### src/rtl/nibble_serial_adder_pkg.sv
// Shared constants, FSM encoding and helpers for the nibble-serial adder.
package nibble_serial_adder_pkg;

   localparam int unsigned NIBBLE_W = 4;

   typedef enum logic [1:0] {
      S_IDLE = 2'd0,
      S_RUN  = 2'd1,
      S_DONE = 2'd2
   } state_e;

   // Ceiling log2; returns 0 for values of 0 or 1.
   function automatic int unsigned clog2(input int unsigned value);
      int unsigned r;
      int unsigned v;
      r = 0;
      v = (value > 0) ? value - 1 : 0;
      while (v > 0) begin
         r = r + 1;
         v = v >> 1;
      end
      return r;
   endfunction

endpackage

### src/rtl/Ripple_Adder_4bits.sv
// Existing 4-bit ripple-carry adder; purely combinational.
module Ripple_Adder_4bits
   import nibble_serial_adder_pkg::*;
(
   input  logic [NIBBLE_W-1:0] a,
   input  logic [NIBBLE_W-1:0] b,
   input  logic                cin,
   output logic [NIBBLE_W-1:0] sum,
   output logic                cout
);

   logic carry;

   always_comb begin
      carry = cin;
      sum   = '0;
      for (int unsigned i = 0; i < NIBBLE_W; i++) begin
         sum[i] = a[i] ^ b[i] ^ carry;
         carry  = (a[i] & b[i]) | (carry & (a[i] ^ b[i]));
      end
      cout = carry;
   end

endmodule

### src/rtl/nibble_serial_adder.sv
// WIDTH-bit adder built from one 4-bit ripple adder reused once per nibble, LSB first,
// with valid/ready handshakes on operands and result.
module nibble_serial_adder
   import nibble_serial_adder_pkg::*;
#(
   parameter int unsigned WIDTH = 16
) (
   input  logic             clk,
   input  logic             rst_n,
   input  logic             in_valid,
   output logic             in_ready,
   input  logic [WIDTH-1:0] in_a,
   input  logic [WIDTH-1:0] in_b,
   input  logic             in_cin,
   output logic             out_valid,
   input  logic             out_ready,
   output logic [WIDTH-1:0] out_sum,
   output logic             out_cout,
   output logic             out_ovf,
   output logic             busy
);

   localparam int unsigned NIBBLES = WIDTH / NIBBLE_W;
   localparam int unsigned IDX_W   = (clog2(NIBBLES) < 1) ? 1 : clog2(NIBBLES);
   localparam logic [IDX_W-1:0] LAST_IDX = IDX_W'(NIBBLES - 1);

   state_e             state;
   state_e             state_nxt;
   logic [WIDTH-1:0]   a_reg;
   logic [WIDTH-1:0]   b_reg;
   logic [WIDTH-1:0]   sum_reg;
   logic               c_reg;
   logic [IDX_W-1:0]   idx;
   logic [NIBBLE_W-1:0] a_nib;
   logic [NIBBLE_W-1:0] b_nib;
   logic [NIBBLE_W-1:0] add_sum;
   logic               add_cout;
   logic               accept;

   assign accept = (state == S_IDLE) && in_valid;

   // State register
   always_ff @(posedge clk or negedge rst_n) begin
      if (!rst_n) state <= S_IDLE;
      else        state <= state_nxt;
   end

   // Next-state logic; unused encodings fall back to IDLE
   always_comb begin
      state_nxt = state;
      case (state)
         S_IDLE:  if (in_valid)        state_nxt = S_RUN;
         S_RUN:   if (idx == LAST_IDX) state_nxt = S_DONE;
         S_DONE:  if (out_ready)       state_nxt = S_IDLE;
         default:                      state_nxt = S_IDLE;
      endcase
   end

   // Select the active nibble of each operand
   always_comb begin
      a_nib = '0;
      b_nib = '0;
      for (int unsigned i = 0; i < NIBBLES; i++) begin
         if (idx == IDX_W'(i)) begin
            a_nib = a_reg[i*NIBBLE_W +: NIBBLE_W];
            b_nib = b_reg[i*NIBBLE_W +: NIBBLE_W];
         end
      end
   end

   Ripple_Adder_4bits u_adder (
      .a    (a_nib),
      .b    (b_nib),
      .cin  (c_reg),
      .sum  (add_sum),
      .cout (add_cout)
   );

   // Operand capture and per-nibble accumulation
   always_ff @(posedge clk or negedge rst_n) begin
      if (!rst_n) begin
         a_reg   <= '0;
         b_reg   <= '0;
         sum_reg <= '0;
         c_reg   <= 1'b0;
         idx     <= '0;
      end else if (accept) begin
         a_reg <= in_a;
         b_reg <= in_b;
         c_reg <= in_cin;
         idx   <= '0;
      end else if (state == S_RUN) begin
         for (int unsigned i = 0; i < NIBBLES; i++) begin
            if (idx == IDX_W'(i)) sum_reg[i*NIBBLE_W +: NIBBLE_W] <= add_sum;
         end
         c_reg <= add_cout;
         if (idx != LAST_IDX) idx <= idx + IDX_W'(1);
      end
   end

   assign in_ready  = (state == S_IDLE);
   assign out_valid = (state == S_DONE);
   assign busy      = (state == S_RUN) || (state == S_DONE);
   assign out_sum   = sum_reg;
   assign out_cout  = c_reg;
   // Carry into the MSB is a^b^sum at that bit; overflow when it differs from carry out
   assign out_ovf   = c_reg ^ (a_reg[WIDTH-1] ^ b_reg[WIDTH-1] ^ sum_reg[WIDTH-1]);

endmodule

### config.mk
export PLATFORM = sky130hd
export DESIGN_NAME = nibble_serial_adder
export DESIGN_NICKNAME = d
export VERILOG_FILES = /design/src/rtl/nibble_serial_adder_pkg.sv /design/src/rtl/Ripple_Adder_4bits.sv /design/src/rtl/nibble_serial_adder.sv
export SDC_FILE = /design/constraint.sdc
export NUM_CORES = 1
export LEC_CHECK = 0
export CORE_UTILIZATION = 45
export DETAILED_ROUTE_END_ITERATION = 6
export GPL_ROUTABILITY_DRIVEN = 0
export HOLD_SLACK_MARGIN = 0.03
export PLACE_DENSITY = 0.83
export SKIP_CTS_REPAIR_TIMING = 1
export SKIP_LAST_GASP = 1
export SYNTH_ARGS = -nofsm -noshare
export SYNTH_HDL_FRONTEND = slang
export SYNTH_HIERARCHICAL = 1
export SYNTH_SLANG_ARGS = --single-unit
### constraint.sdc
create_clock -name clk -period 7.38 [get_ports clk]
set_input_delay 1.476 -clock clk [delete_from_list [all_inputs] [get_ports clk]]
set_output_delay 1.476 -clock clk [all_outputs]
set_load 0.01 [all_outputs]
## Word-level counts from Yosys, hierarchy flattened

Index checks and enable logic that the tools add are counted.
W data, S select, Z words.

- Mux-type cells: 17
- Add/subtract/negate cells: 1
- Bitwise operators: 24
- Equal/unequal tests: 9
- Reductions and logical operators: 12

Operator list:

| kind | count |
|---|---|
| $mux W4 | 8 |
| $reduce_and A3 Y1 | 5 |
| $mux W2 | 6 |
| $xor A1 B1 Y1 | 11 |
| $and A1 B1 Y1 | 8 |
| $eq A2 B2 Y1 const B | 3 |
| $ne A2 B2 Y1 const B | 3 |
| $pmux W2 S3 | 1 |
| $eq A2 B1 Y1 const B | 2 |
| $logic_not A2 Y1 | 2 |
| $or A1 B1 Y1 | 4 |
| $reduce_bool A2 Y1 | 2 |
| $add A2 B1 Y2 const B | 1 |
| $mux W1 | 2 |
| $ne A2 B1 Y1 const B | 1 |
| $reduce_and A2 Y1 | 1 |
| $logic_and A1 B1 Y1 | 1 |
| $logic_or A1 B1 Y1 | 1 |
| $not A1 Y1 | 1 |

- Input port bits: 37
- Logic and storage cells: 72
- Bits in registers: 53
- Output and inout bits: 21

## Logic depth before layout (Yosys ltp)

- Word-level depth: 16
- Depth in mapped cells: 15
- Gate-level depth less buffers: 15

## By module

Netlist, hierarchy kept.

By module, submodules not included:

| module | area each (um2) | sequential area each (um2) | instances | cells each |
|---|---|---|---|---|
| nibble_serial_adder | 2414.8 | 1326.3 | 1 | 177 |
| Ripple_Adder_4bits | 117.6 | 0.0 | 1 | 14 |

## Worst setup path before layout

OpenSTA, ideal clock, no wires.

- Path kind: register to register
- Start point: register idx[0]
- End point: register sum_reg[11], in the netlist out_sum[11]
- Library setup time: 125 ps
- Stages on the path, launching flop included: 14
- Data required time: 7255 ps
- Data arrival time: 2911 ps
- Slack: 4345 ps
- Path buffers: 0
- Period minus slack after synthesis: 3035 ps
- Cells stage by stage: dfrtp_1 > ha_1 > and2b_1 > a221oi_1 > o31ai_1 > fa_1 > inv_1 > fa_1 > inv_1 > fa_1 > inv_1 > fa_1 > inv_1 > mux2_2

- Cells in the longest elaborated chain, start to end: 13
- Elaborated cells on any way between the ends: 27
- Classes of those cells: eq/ne (3); mux (8); bitwise (14); reduce/logical (2)

Ends and longest elaborated chain:

| item | line | text |
|---|---|---|
| start, declared | nibble_serial_adder.sv:33 | `logic [IDX_W-1:0] idx;` |
| start signal, assigned | nibble_serial_adder.sv:97 | `if (idx != LAST_IDX) idx <= idx + IDX_W'(1);` |
| $logic_not A2 Y1 | nibble_serial_adder.sv:64 | `if (idx == IDX_W'(i)) begin` |
| $mux W4 (3 in a row) | nibble_serial_adder.sv:64 |  |
| $mux W4 (*) | nibble_serial_adder.sv:64 |  |
| named net a_nib[0] | nibble_serial_adder.sv:34 | `logic [NIBBLE_W-1:0] a_nib;` |
| $xor A1 B1 Y1 | Ripple_Adder_4bits.sv:19 | `carry = (a[i] & b[i]) \| (carry & (a[i] ^ b[i]));` |
| $and A1 B1 Y1 | Ripple_Adder_4bits.sv:19 |  |
| $or A1 B1 Y1 (*) | Ripple_Adder_4bits.sv:19 |  |
| $and A1 B1 Y1 (*) | Ripple_Adder_4bits.sv:19 |  |
| $or A1 B1 Y1 (*) | Ripple_Adder_4bits.sv:19 |  |
| $and A1 B1 Y1 (*) | Ripple_Adder_4bits.sv:19 |  |
| $or A1 B1 Y1 (*) | Ripple_Adder_4bits.sv:19 |  |
| $xor A1 B1 Y1 (*) | Ripple_Adder_4bits.sv:18 | `sum[i] = a[i] ^ b[i] ^ carry;` |
| named net add_sum[3] | nibble_serial_adder.sv:36 | `logic [NIBBLE_W-1:0] add_sum;` |
| end signal, assigned by index | nibble_serial_adder.sv:94 | `if (idx == IDX_W'(i)) sum_reg[i*NIBBLE_W +: NIBBLE_W] <= add_sum;` |
| end, declared | nibble_serial_adder.sv:31 | `logic [WIDTH-1:0] sum_reg;` |

The timed path passes the listed nets; every way through them passes the cells marked *.
A chain may end at the register's enable or synchronous reset.

## Final worst setup path

- Start point: register idx[1]
- End point: register sum_reg[11], in the netlist out_sum[11]

Same word-level chain as after synthesis.

==> impl_results.md <==
* Max Cap Violations at 0
* Number of vias after detailed routing at 1,641
* Root buffer cell: clkbuf_8
* Number of warnings reported in the yosys synthesis log at 6
* Final count of negative-setup-slack endpoints at 0
* Row cnt at 26
* Final core utilization at 62.3%
* Initial DRC Count at 91
* Nature of the critical path endpoint: flop
* Result of the run: finished, final reports clean
* Syn Std Cell Area at 2530 µm²
* Worst supply voltage drop on vdd at 0.000233 V
* Most frequent cell on the critical path: inv_1
* Worst skew pair latency at 310 ps
* Upper clock frequency limit at 278 MHz
* Worst path bufs/invs at 5
* Routed vias/inst at 5.13
* Boundary Pins at 58
* Launch point of the worst hold path: out_sum[12]
* Largest clock skew in the final design at 6.65 ps
* Diodes inserted at 0
* Area overhead of the layout relative to synthesis at 29.5%
* Clock sink total at 53
* Beginning of the critical path: idx[1]
* Starting utilization of the core area at 48.1%
* Maximum net fanout on the critical path at 11
* Reg-to-reg startpoint: idx[1]
* Largest stage delay, worst path at 440 ps
* Count of distinct cell types in the synthesized netlist at 24
* Setup total negative slack at 0 ps
* Fraction of final layout cells sized beyond drive strength 1 at 25.2%
* CTS Buf Count at 5
* Max-slew violation total from the final report at 0
* Synthesized flop and latch total at 53
* Type of element launching the critical path: flop
* Power per cell area at 482 nW/µm²
* Crit path cell chain: inv_1 > ha_1 > and2b_1 > a221oi_1 > o31ai_1 > fa_1 > inv_1 > fa_1 > inv_1 > fa_1 > inv_1 > fa_1 > inv_1 > mux2_2
* Instance count of the mapped netlist at 191
* Global-route wire length before repair at 8.28 mm
* Type of the most critical hold path: flop to flop
* Net count after synthesis at 240
* Crit-path leading delay family: adder cells
* WS Path Type: flop to flop
* Die span in y at 77.0 µm
* Number of nets in the layout at 298
* Share of the cycle needed by the critical path after routing at 48.7%
* Pin slew with the least headroom to its limit at 652 ps
* Clock tree from TritonCTS: done
* Final Critical Period at 3590 ps
* Detailed Routing Iterations Pass 1 at 4
* Total global routing overflow at 0
* Unrepaired setup endpoints after global routing: no
* Mean Syn Cell Area at 13.3 µm²
* Via count of the first global-routing pass at 1,688
* Routed WL at 4.82 mm
* Max_slew headroom at 56.5%
* Half-perimeter wire length of the detailed placement result at 3.64 mm
* Die area at 5930 µm²
* Core area at 5270 µm²
* Count of input and output buffers at 57
* Wire per inst at 15.1 µm
* Req. time, crit path at 7630 ps
* Final antenna-violating net count at 0
* Count of endpoints failing hold in the final timing report at 0
* Initial antenna violation count at 0
* Pleak at 1.42 nW
* CTS H-tree depth at 2
* Fraction of the yosys area taken by sequential cells at 52.4%
* Arrival @ worst endpoint at 3840 ps
* Critical path's slowest cell: fa_1
* Pin count of the biggest net entering global routing at 54
* Residual DRC at 0
* GRT Overall Usage at 17.8%
* Die span in x at 77.0 µm
* Maximum number of buffers from clock root to sink at 2
* Clock transition at path regs at 90 ps
==> per-layer routing <==
metal | GRT usage (%) | wire length (µm) | up-vias
met1 | 23.3 | 2090 | 819
met4 | 5.47 | 63 | 0
met2 | 29.0 | 2470 | 43
li1 | - | - | 772
met3 | 4.76 | 201 | 7
met5 | 0 | 0 | -
==> placed cells by master (no fill, tap or decap) <==
| cell type | netlist | layout |
|---|---|---|
| clkinv_2 | 0 | 1 |
| nand2_1 | 9 | 9 |
| o31ai_1 | 7 | 7 |
| xnor2_1 | 3 | 3 |
| buf_2 | 4 | 1 |
| nor2_1 | 1 | 1 |
| inv_1 | 17 | 17 |
| bufinv_16 | 0 | 2 |
| dfrtp_1 | 53 | 53 |
| and2b_1 | 1 | 1 |
| mux2_2 | 50 | 50 |
| ha_1 | 8 | 8 |
| a21oi_1 | 5 | 5 |
| a221oi_2 | 1 | 1 |
| clkbuf_8 | 0 | 5 |
| buf_4 | 1 | 2 |
| nor2b_1 | 7 | 7 |
| nor2b_4 | 1 | 1 |
| a221oi_1 | 7 | 7 |
| clkdlybuf4s50_1 | 0 | 56 |
| a22o_1 | 1 | 1 |
| nand3_1 | 4 | 4 |
| xor2_1 | 1 | 1 |
| o21ai_0 | 1 | 1 |
| mux2i_1 | 2 | 2 |
| fa_1 | 4 | 4 |
==> synth_stat cells (all sizes together) <==
master | instances | area [µm²]
dfrtp | 53 | 1330
mux2 | 50 | 563
inv | 17 | 63.8
nand2 | 9 | 33.8
a221oi | 8 | 76.3
ha | 8 | 100
nor2b | 8 | 57.6
buf | 7 | 50.1
o31ai | 7 | 52.6
a21oi | 5 | 25.0
fa | 4 | 80.1
nand3 | 4 | 20.0
xnor2 | 3 | 26.3
mux2i | 2 | 20.0
a22o | 1 | 8.76
and2b | 1 | 7.51
clkbuf | 1 | 3.75
nor2 | 1 | 3.75
o21ai | 1 | 5.00
xor2 | 1 | 8.76
==> cell type report <==
| cell class | count | area, µm² |
|---|---|---|
| clock buffer | 5 | 68.8 |
| clock inverter | 3 | 65.1 |
| fill | 434 | 1990 |
| inverter | 17 | 63.8 |
| multi-input combinational | 113 | 1090 |
| sequential | 53 | 1330 |
| tap | 70 | 87.6 |
| timing repair buffer | 59 | 581 |
==> kinds of logic (layout without fill, tap and decap cells) <==
family	Yosys count	count (layout)	share of synthesized area [%]
and+or+nand+nor	23	23	4.84
xor gates and xnor gates	4	4	1.38
DFF	53	53	52.4
adders and majority gates	12	12	7.11
buffers and inverters	25	84	4.64
AOI/OAI and AO/OA	22	22	6.62
muxes	52	52	23.0
==> stage by stage <==
step	area [µm²]	std cells	power, W	setup slack (ps)	hold slack, ps
floorplan	2530	191	0.00106	4340	479
global placement	3150	312	0.00133	4040	488
detailed placement	3150	312	0.00137	3830	494
CTS	3280	320	0.00160	3810	515
global route	3280	320	0.00171	3600	545
finish	3280	320	0.00158	3790	513
==> path summary, 6_finish.rpt <==
kind / end / slack (ps) / depth (start not counted)
setup reg to reg: out_sum[11] / 3790 / 14
max in group asynchronous: b_reg[3] / 5680 / 2
setup / recovery: out_sum[11] / 3790 / 14
min in group asynchronous: a_reg[14] / 1280 / 2
hold / removal: out_sum[12] / 510 / 1
hold reg to reg: out_sum[12] / 510 / 1
==> power by group <==
| part | internal (W) | total, W | switching, W |
|---|---|---|---|
| Combinational | 0.000439 | 0.000814 | 0.000376 |
| Clock | 0.000135 | 0.000226 | 0.0000917 |
| Sequential | 0.000440 | 0.000539 | 0.0000994 |
| Total | 0.00101 | 0.00158 | 0.000567 |
No activity file was read; power rests on OpenSTA's default activity.
==> variant, RTL diff (config.mk and constraints unchanged) <==
`WIDTH`: 16 -> 20.
--- a/src/rtl/nibble_serial_adder.sv
+++ b/src/rtl/nibble_serial_adder.sv
@@ -3,7 +3,7 @@
 module nibble_serial_adder
    import nibble_serial_adder_pkg::*;
 #(
-   parameter int unsigned WIDTH = 16
+   parameter int unsigned WIDTH = 20
 ) (
    input  logic             clk,
    input  logic             rst_n,
Ports: changed (resized in_a, in_b and out_sum); port bits go from 58 to 70. No check against the original RTL was run, so the function may have changed too.
==> variant against the original RTL <==
Synthesized area up 25%. First-iteration DRC count up 23%. Maximum frequency down 3.8%. Design area rose by 24%. Worst hold slack worse by 24 ps. Total power grew 23%. Sequential cell count grew 13. Wire length grew 38%. Combinational power grew 25%. Clock power grew 17%. Global-route usage grew 2.1 points. Worst setup slack got worse by 140 ps. Clock skew rose by 0.58 ps. Critical endpoint is now out_sum[7]. Largest power group unchanged.
==> variant: results (changes against the original RTL) <==
slew_headroom_pct: 31.5  # -25 points
outcome: "finished, final reports clean"
multi_input_gates: 156  # +38%
fill_cells: 538  # +24%
multiInputGateArea_um2: 1360  # +25%
ys_seq_area_share_pct: 52.2  # -0.22 points
drt_iter0_drc: 112  # +23%
drt-vias-per-instance: 5.19  # +1.2%
track_usage_pct: 20.0  # +2.1 points
synth_compound_area_share_pct: 7.94  # +1.3 points
internal_power_uw: 1190  # +17%
synth_common_cells: "dfrtp_1, mux2_2, mux2_1, inv_1, nand2_1"
fin_skew_ps: 7.23  # +0.581 ps
leakagePower_uw: 0.00177  # +25%
sh_seq_area_pct: 40.5  # +0.051 points
final_nets: 383  # +29%
crit_slowest_cell: "ha_1"
synth.distinct_cells: 33  # +38%
nClkBuffers: 11  # +6
synth-xor-area-share_pct: 1.11  # -0.28 points
cp.arrival_ps: 4010  # +170 ps
buffers_excl_clock: 70  # +19%
synth_fa_ha_area_share_pct: 6.08  # -1.0 points
synthCells: 257  # +35%
clk_latency_ps: 340  # +30 ps
dpl.hpwl_mm: 4.86  # +33%
-- variant: power by group through the flow --
stage | combinational, uW | sequential (uW) | clock (uW)
global placement | 966 | 658 | 0
CTS | 1030 | 661 | 268
detailed placement | 1020 | 668 | 0
floorplan | 663 | 652 | 0
global route | 1130 | 681 | 288
finish | 1020 | 661 | 264
-- variant: final timing paths --
check	start	to	slack, ps	depth (start not counted)
setup / recovery	idx[0]	out_sum[7]	3650	14
hold / removal	b_reg[2]	b_reg[2]	490	1
setup reg to reg	idx[0]	out_sum[7]	3650	14
hold reg to reg	b_reg[2]	b_reg[2]	490	1
max in group asynchronous	rst_n	a_reg[10]	5550	2
min in group asynchronous	rst_n	out_sum[13]	1310	2
-- variant: metrics by stage --
stage,hold slack (ps),area [um^2],total power (uW),setup WS [ps],utilization [%]
5_1_grt,516,4080,2100,3380,60.1
3_3_place_gp,473,3910,1620,3910,57.5
2_1_floorplan,458,3170,1320,4180,-
3_5_place_dp,475,3910,1690,3710,57.5
4_1_cts,491,4080,1960,3700,60.1
6_report,489,4080,1940,3650,60.1
-- variant: cells by family after synthesis --
| logic type | after synthesis |
|---|---|
| flip-flops | 66 |
| AO/OA/AOI/OAI | 39 |
| XOR/XNOR | 4 |
| AND/OR/NAND/NOR | 43 |
| adder cells (fa/ha/maj) | 13 |
| buffers and inverters | 35 |
| multiplexers | 57 |
-- variant: critical path: cells and delay by family, from the launching register on --
family | cells | cell delay, ps
AOI/OAI and AO/OA | 1 | 290
DFF | 1 | 420
muxes | 1 | 160
buffers and inverters | 5 | 440
and+or+nand+nor | 2 | 570
adders and majority gates | 5 | 1800
-- variant: layer usage --
metal	vias up	track usage, %	part of all wire [%]
met3	14	5.00	4.4
met1	1092	26.4	45
met4	0	7.58	1.4
met5	-	0	0
li1	1032	-	-
met2	72	31.8	49
